## config.mk

```make
export PLATFORM = sky130hd
export DESIGN_NAME = demux1_2_64_buf
export DESIGN_NICKNAME = d
export VERILOG_FILES = /design/src/rtl/demux1_2_64_buf.sv
export SDC_FILE = /design/constraint.sdc
export NUM_CORES = 1
export LEC_CHECK = 0
export BUFFER_PORTS_ARGS = -buffer_cell sky130_fd_sc_hd__clkbuf_2
export CORE_AREA = 2 2 148 150
export CTS_CLUSTER_DIAMETER = 80
export DETAILED_ROUTE_END_ITERATION = 8
export DIE_AREA = 0 0 150 152
export PLACE_DENSITY = 0.7
export SLEW_MARGIN = 10
export SYNTH_ARGS = -nofsm -noshare
export SYNTH_HDL_FRONTEND = slang
export SYNTH_SLANG_ARGS = --single-unit
```

## constraint.sdc

```tcl
create_clock -name CLK -period 3.6 [get_ports CLK]
set_input_delay 0.72 -clock CLK [delete_from_list [all_inputs] [get_ports CLK]]
set_output_delay 0.72 -clock CLK [all_outputs]
set_load 0.1 [all_outputs]
```

## src/rtl/demux1_2_64_buf.sv

```systemverilog
// Buffered 1-to-2 demultiplexer: steers each accepted word into one of two
// independent FIFOs, each with its own valid/ready output handshake.
module demux1_2_64_buf #(
    parameter int unsigned WIDTH = 64,
    parameter int unsigned DEPTH = 2
) (
    input  logic                     CLK,
    input  logic                     RST_N,
    input  logic [WIDTH-1:0]         In,
    input  logic                     S,
    input  logic                     InValid,
    output logic                     InReady,
    output logic [WIDTH-1:0]         OutA,
    output logic                     OutAValid,
    input  logic                     OutAReady,
    output logic [WIDTH-1:0]         OutB,
    output logic                     OutBValid,
    input  logic                     OutBReady,
    output logic [$clog2(DEPTH):0]   CountA,
    output logic [$clog2(DEPTH):0]   CountB
);

    localparam int unsigned PW = $clog2(DEPTH);
    localparam int unsigned CW = PW + 1;
    localparam logic [CW-1:0] FULL = CW'(DEPTH);

    logic [WIDTH-1:0] mem_a [DEPTH];
    logic [WIDTH-1:0] mem_b [DEPTH];
    logic [PW-1:0]    wr_a, rd_a, wr_b, rd_b;
    logic [CW-1:0]    cnt_a, cnt_b;
    logic             push_a, push_b, pop_a, pop_b;

    // Readiness depends only on the selected channel's pre-edge count, so a
    // full FIFO never accepts even when it is popped in the same cycle.
    always_comb begin
        InReady = S ? (cnt_b != FULL) : (cnt_a != FULL);
        push_a  = InValid && InReady && !S;
        push_b  = InValid && InReady && S;
        pop_a   = (cnt_a != '0) && OutAReady;
        pop_b   = (cnt_b != '0) && OutBReady;
    end

    always_comb begin
        OutAValid = (cnt_a != '0);
        OutBValid = (cnt_b != '0);
        OutA      = OutAValid ? mem_a[rd_a] : '0;
        OutB      = OutBValid ? mem_b[rd_b] : '0;
        CountA    = cnt_a;
        CountB    = cnt_b;
    end

    // Storage is intentionally left out of reset.
    always_ff @(posedge CLK) begin
        if (push_a) mem_a[wr_a] <= In;
        if (push_b) mem_b[wr_b] <= In;
    end

    always_ff @(posedge CLK or negedge RST_N) begin
        if (!RST_N) begin
            wr_a  <= '0;
            rd_a  <= '0;
            cnt_a <= '0;
            wr_b  <= '0;
            rd_b  <= '0;
            cnt_b <= '0;
        end else begin
            if (push_a) wr_a <= wr_a + PW'(1);
            if (pop_a)  rd_a <= rd_a + PW'(1);
            if (push_b) wr_b <= wr_b + PW'(1);
            if (pop_b)  rd_b <= rd_b + PW'(1);
            case ({push_a, pop_a})
                2'b10:   cnt_a <= cnt_a + CW'(1);
                2'b01:   cnt_a <= cnt_a - CW'(1);
                default: cnt_a <= cnt_a;
            endcase
            case ({push_b, pop_b})
                2'b10:   cnt_b <= cnt_b + CW'(1);
                2'b01:   cnt_b <= cnt_b - CW'(1);
                default: cnt_b <= cnt_b;
            endcase
        end
    end

endmodule
```

Word-level counts from Yosys, hierarchy flattened
Memories as Yosys holds them, arrays and structs flattened.
Index checks and enable logic that the tools add are counted.
- memories: 2
- output and inout port bits: 135
- RAM bits: 256
- register bits: 8
- memories (name ; depth ; bits a word ; rd ports ; clocked after memory_dff ; wr ports ; RTL line ; text):
    mem_a ; 2 ; 64 ; 1 ; 0 ; 1 ; 27 ; logic [WIDTH-1:0] mem_a [DEPTH];
    mem_b ; 2 ; 64 ; 1 ; 0 ; 1 ; 28 ; logic [WIDTH-1:0] mem_b [DEPTH];
- reductions and logical operators: 10
- $add $sub $neg: 8
- mux-type cells: 9
- eq/ne operators: 6
- operators by type and width (kind ; count):
    2-to-1 mux 64 bit ; 2
    case mux 2 bit (2 select lines) ; 2
    nonzero test 2 bit ; 4
    logical AND 1 bit ; 5
    2-to-1 mux 1 bit ; 5
    adder 1 bit (second input constant) ; 4
    adder 2 x 1 -> 2 bit (second input constant) ; 2
    == test 2 x 1 -> 1 bit (second input constant) ; 2
    == test 2 bit (second input constant) ; 2
    != test 2 bit (second input constant) ; 2
    subtractor 2 x 1 -> 2 bit (second input constant) ; 2
    zero test 1 bit ; 1

Longest topological paths before layout
Gate-level depths: netlist (run 1).
- depth after elaboration: 6
- mapped depth: 7
- depth with buffers taken out: 7

Worst setup path after synthesis (run 1)
Ideal clock, no wire load.
- path type: flip-flop to flip-flop
- from: register cnt_a[0] (netlist: CountA[0])
- to: memory mem_a[0][0] (enable)
- cell stages (with the launch flop): 4
- setup slack: -0.935 ns
- buffers on the path: 0
- required time: 3.114 ns
- arrival: 4.048 ns
- library setup time: 0.486 ns
- clock period less this slack: 4.535 ns
- cell sequence: dfrtp_1 > nand2b_1 > nand3b_2 > nor2_1
- cells in the longest elaborated chain, start to end: 6
- ends and longest elaborated chain (item ; RTL line ; text):
    start, declared ; 30 ; logic [CW-1:0] cnt_a, cnt_b;
    start signal, assigned ; 72 ; 2'b10: cnt_a <= cnt_a + CW'(1);
    start signal, assigned ; 73 ; 2'b01: cnt_a <= cnt_a - CW'(1);
    start signal, assigned ; 74 ; default: cnt_a <= cnt_a;
    != test 2 bit ; 36 ; InReady = S ? (cnt_b != FULL) : (cnt_a != FULL);
    2-to-1 mux 1 bit ; 36 ;
    logical AND 1 bit (2 in a row) ; 37 ; push_a = InValid && InReady && !S;
    2-to-1 mux 1 bit ; 54 ; if (push_a) mem_a[wr_a] <= In;
    2-to-1 mux 1 bit (implied by the code) ; 54 ;
    end, declared ; 27 ;
Every way passes these cells.

Final worst setup path (run 1)
- from: register rd_a
- to: output port OutA[58]
- cells in the longest elaborated chain, start to end: 2
- ends and longest elaborated chain (item ; RTL line ; text):
    start, declared ; 29 ; logic [PW-1:0] wr_a, rd_a, wr_b, rd_b;
    start signal, assigned ; 68 ; if (pop_a) rd_a <= rd_a + PW'(1);
    memory read (2 x 64 bit) ; -- ;
    2-to-1 mux 64 bit ; 46 ; OutA = OutAValid ? mem_a[rd_a] : '0;
    end, declared ; 13 ; output logic [WIDTH-1:0] OutA,
Every way passes these cells.

==> reports/qor.txt, run 1 <==
Worst Setup SP: rd_a
Row cnt: 54
Core ar.: 0.0214 mm2
Worst path slowest cell: dfrtp_4
DRT Pass-1 Iters: 4
CTS max path bufs: 3
CP delay by family, top: buffers and inverters
# fillers: 1,692
CP startpoint kind: flop
WP data required: 2880 ps
Root Buffer Master: clkbuf_16
Worst-margin pin slew: 791 ps
Final setup violation count: 0
Period Utilization, post-route: 88.3%
Finished Core Util: 57.6%
RePlAce Congestion: 0.717
Htree depth: 1
Non-filler cells, final: 1,096
First-pass GRT wire length: 30,300 um
Final max-slew violation count: 0
Setup TNS: 0 ps
Die area: 0.0228 mm2
Max Cap Viol: 0
Sequential area share after synthesis: 77.4%
Post-route DRC: 0
Layout cell share with drive strength beyond 1: 32.2%
Clk_skew: 15.2 ps
Wire length per cell: 17.9 um
CP Capture Type: output port
Diode count: 0
Setup Crit Path Kind: flop to output port
RSZ-0062 raised after global routing: no
Synth Warn #: 0
Syn nets: 651
CP peak stage delay: 790 ps
Synth unique cells: 18
Die Y-Extent: 152 um
Vias per cell: 4.97
Total gr overflow: 0
Final antenna-violating net count: 0
Via Count: 5,448
Minimum clock period: 3180 ps
CTS Sinks: 264
Worst min-delay path class: input pin to async pin
Ports: 205
Avg Cell Area, Syn: 17.6 um2
All-Layer GR Usage: 17.1%
Final Hold Viols: 0
Hold Buf Count CTS: 0
Worst rel slew slack: 47.2%
Status: finished clean
Width of the die: 150 um
WP buf/inv: 2
Placed cell count: 1,048
Latest clock arrival within the worst-skew pair: 510 ps
Mapped cell area: 0.0102 mm2
CTS tree: built
Max FO, Critical Path: 36
Setup bufs post-CTS: 0
# nets final: 868
Vias in the first global route: 5,460
Pin count of the biggest net entering global routing: 66
Post-cts resize count: 0
Yosys reg bits: 264
Clk slew on worst S/H paths: 60 ps
Hold Slack: 43.1 ps
Final wirelength: 19,600 um
Initial antenna violation count: 1
Initial core utilization: 47.7%
P&R area growth vs syn: 20.8%
Syn Inst Count: 579
Num CTS Buffers: 26
Crit path arrival time: 2460 ps
Buffers on Ports: 204
DR iter-0 viols: 208
Maximum clock rate: 315 MHz
DPL Wire Length: 12,300 um
CP Cell Sequence: buf_12 -> mux2i_1 -> nor2_1 -> clkbuf_2
Crit Reg-Reg Startpoint: CountA[1]
==> cells in the final DEF, fill, tap and decap left out <==
cell and count:
nand3b_2 1, xnor2_1 6, nand2b_1 2, clkbuf_1 5
dfrtp_4 2, edfxtp_1 256, and2_1 1, dfrtp_1 6
clkinv_2 4, buf_4 7, xor2_1 4, clkinv_1 9
nor2_1 130, clkbuf_16 27, inv_1 4, buf_12 6
nor2_4 6, clkbuf_2 204, and2_4 1, bufinv_16 3
mux2_2 1, mux2i_1 128, nand3_2 1, ha_1 2
==> synth_stat cells <==
library cell / count / area, um2
mux2i_1: 128 / 1280
dfrtp_1: 8 / 200
inv_1: 4 / 15.0
nor2_2: 2 / 12.5
buf_2: 14 / 70.1
and2_4: 1 / 8.76
mux2_2: 1 / 11.3
nand2b_1: 2 / 12.5
buf_6: 4 / 45.0
buf_12: 10 / 200
xor2_1: 4 / 35.0
and2_1: 1 / 6.26
nor2_1: 134 / 503
edfxtp_1: 256 / 7690
ha_1: 2 / 25.0
nand3b_2: 1 / 11.3
xnor2_1: 6 / 52.6
nand3_2: 1 / 10.0
==> state kept, by name, summed over array words and instances (netlist names) <==
name    cells
mem_b     128
CountA      2
CountB      2
wr_b        1
wr_a        1
mem_a     128
rd_a        1
rd_b        1
==> logic make-up after synthesis <==
group	Yosys count	synth area share [%]
buffers and inverters	32	3.24
AND/OR/NAND/NOR	142	5.54
flip-flops	264	77.4
XOR/XNOR	10	0.860
multiplexers	129	12.7
adder cells (fa/ha/maj)	2	0.246
==> through the flow <==
| step | setup WS [ps] | area, um2 |
|---|---|---|
| final | 423 | 12300 |
| after global routing | 316 | 12300 |
| after CTS | 389 | 12300 |
| after detailed placement | 954 | 11500 |
| after global placement | 967 | 11500 |
| after floorplan | -935 | 10200 |
==> worst paths after layout <==
| kind | endpoint | slack [ps] | cells past startpoint |
|---|---|---|---|
| max | OutA[58] | 420 | 4 |
| min | CountA[0] | 40 | 1 |
| max reg2reg | CountA[1] | 1460 | 6 |
| min reg2reg | wr_a | 550 | 1 |
| max in group asynchronous | rd_b | 3340 | 1 |
| min in group CLK | mem_b[0][8] | 420 | 1 |
==> layer usage <==
metal / routed length [um] / vias to the layer above / track usage, %
li1: - / 2574 / -
met3: 1220 / 37 / 3.63
met1: 8570 / 2680 / 23.0
met4: 399 / 2 / 4.54
met5: 13 / - / 0
met2: 9410 / 155 / 28.5
==> final cells by class <==
class	instances	area, um2	area share, %
multi-input cells	283	2010	16.3
flip-flops and latches	264	7900	64.2
clock buffers	32	694	5.64
inverters	4	15.0	0.122
well taps	280	350	2.85
repair buffers	217	1190	9.70
clock inverters	16	144	1.17
Power of run 1 is not shown: default switching activity piles up to over one toggle a cycle in this logic, so the estimate is an artifact.
==> inputs of run 2 (changes only) <==
--- a/config.mk
+++ b/config.mk
@@ -10,6 +10,7 @@
 export CTS_CLUSTER_DIAMETER = 80
 export DETAILED_ROUTE_END_ITERATION = 8
 export DIE_AREA = 0 0 150 152
+export GPL_TIMING_DRIVEN = 0
 export PLACE_DENSITY = 0.7
 export SLEW_MARGIN = 10
 export SYNTH_ARGS = -nofsm -noshare
==> reports/qor.txt, run 2 (same netlist as run 1, synthesis figures left out) <==
Setup Crit Path Kind: flop to output port
# nets final: 893
Most frequent cells in the layout: 256 x edfxtp_1, 204 x clkbuf_2, 130 x nor2_1
Ports: 205
Setup bufs post-CTS: 0
Htree depth: 1
Hold Slack: 55.5 ps
Period Utilization, post-route: 78.8%
Minimum clock period: 2840 ps
WP buf/inv: 3
Fin worst setup slack: 762 ps
Total gr overflow: 0
Post-route DRC: 0
Width of the die: 150 um
CTS tree: built
Initial core utilization: 47.7%
P&R area growth vs syn: 23.8%
Maximum clock rate: 352 MHz
First-pass GRT wire length: 31,700 um
Met3 WL: 1270 um
Layout cell share with drive strength beyond 1: 33.7%
Met2 WL: 10,500 um
Vias per cell: 4.96
CP peak stage delay: 480 ps
Via Count: 5,547
Largest regs: mem_a (128), mem_b (128)
CP Capture Type: output port
Final setup violation count: 0
Clk_skew: 8.80 ps
Final wirelength: 20,600 um
RePlAce Congestion: 0.718
Max Cap Viol: 0
Root Buffer Master: clkbuf_16
Final antenna-violating net count: 0
WP data required: 2880 ps
Vias in the first global route: 5,725
CP startpoint kind: flop
Worst-margin pin slew: 719 ps
Initial antenna violation count: 1
Pin count of the biggest net entering global routing: 26
Die Y-Extent: 152 um
CTS Sinks: 264
Latest clock arrival within the worst-skew pair: 510 ps
Diode count: 0
Worst rel slew slack: 52.0%
Pre-CTS WS: 1280 ps
Die area: 0.0228 mm2
DR iter-0 viols: 309
Hold Buf Count CTS: 0
Core ar.: 0.0214 mm2
RSZ-0062 raised after global routing: no
CP Cell Sequence: nor2_2 -> buf_6 -> buf_2 -> nor2_1 -> clkbuf_2
Top Metal Used: met5
Row cnt: 54
Final Hold Viols: 0
Wire length per cell: 18.4 um
Crit path arrival time: 2120 ps
CTS max path bufs: 3
Worst min-delay path class: input pin to async pin
Clk slew on worst S/H paths: 60 ps
All-Layer GR Usage: 18.2%
Setup TNS: 0 ps
Max FO, Critical Path: 10
DRT Pass-1 Iters: 4
Wl on met1: 8430 um
Commonest non-fill, non-tap cell in the layout: edfxtp_1
Final max-slew violation count: 0
Worst path slowest cell: dfrtp_1
Status: finished clean
DPL Wire Length: 13,300 um
Post-cts resize count: 0
Num CTS Buffers: 26
CP delay by family, top: buffers and inverters
Buffers on Ports: 204
-- run 2: final timing paths --
kind	to	startpoint	slack, ps	cells past startpoint
worst max-delay path	OutA[53]	CountA[0]	760	5
worst min-delay path	wr_a	RST_N	60	1
worst max register to register	mem_b[1][32]	CountB[0]	1580	4
worst min register to register	CountB[1]	CountB[1]	550	1
max in group asynchronous	CountA[1]	RST_N	3350	1
min in group CLK	mem_b[0][34]	In[34]	420	1
-- run 2: area by class of cell --
cell class | count | area, um2
plain buffers | 28 | 315
flip-flops and latches | 264 | 7890
repair buffers | 214 | 1240
well taps | 280 | 350
inverters | 4 | 15.0
clock buffers | 36 | 709
fillers | 1638 | 8740
clock inverters | 10 | 92.6
multi-input cells | 283 | 2000
-- run 2: worst register-to-register path: stages (launching register included) --
cell and delay, ps:
dfrtp_1 440, nand2b_1 170, nand3_2 190, nor2_4 610
buf_12 290
-- run 2: metal layers --
metal,vias to the layer above,track usage [%]
li1,2629,-
met1,2706,23.6
met2,172,31.7
met3,38,3.21
met4,2,4.99
met5,-,0
-- run 2: stage by stage --
step           std cells  area, um2  util, %
6_report            1119      12600     59.1
3_5_place_dp        1073      11800     55.3
2_1_floorplan        579      10200        -
3_3_place_gp        1063      11600     54.1
5_1_grt             1119      12600     59.1
4_1_cts             1119      12600     59.1
Power of run 2 is left out for the same reason.
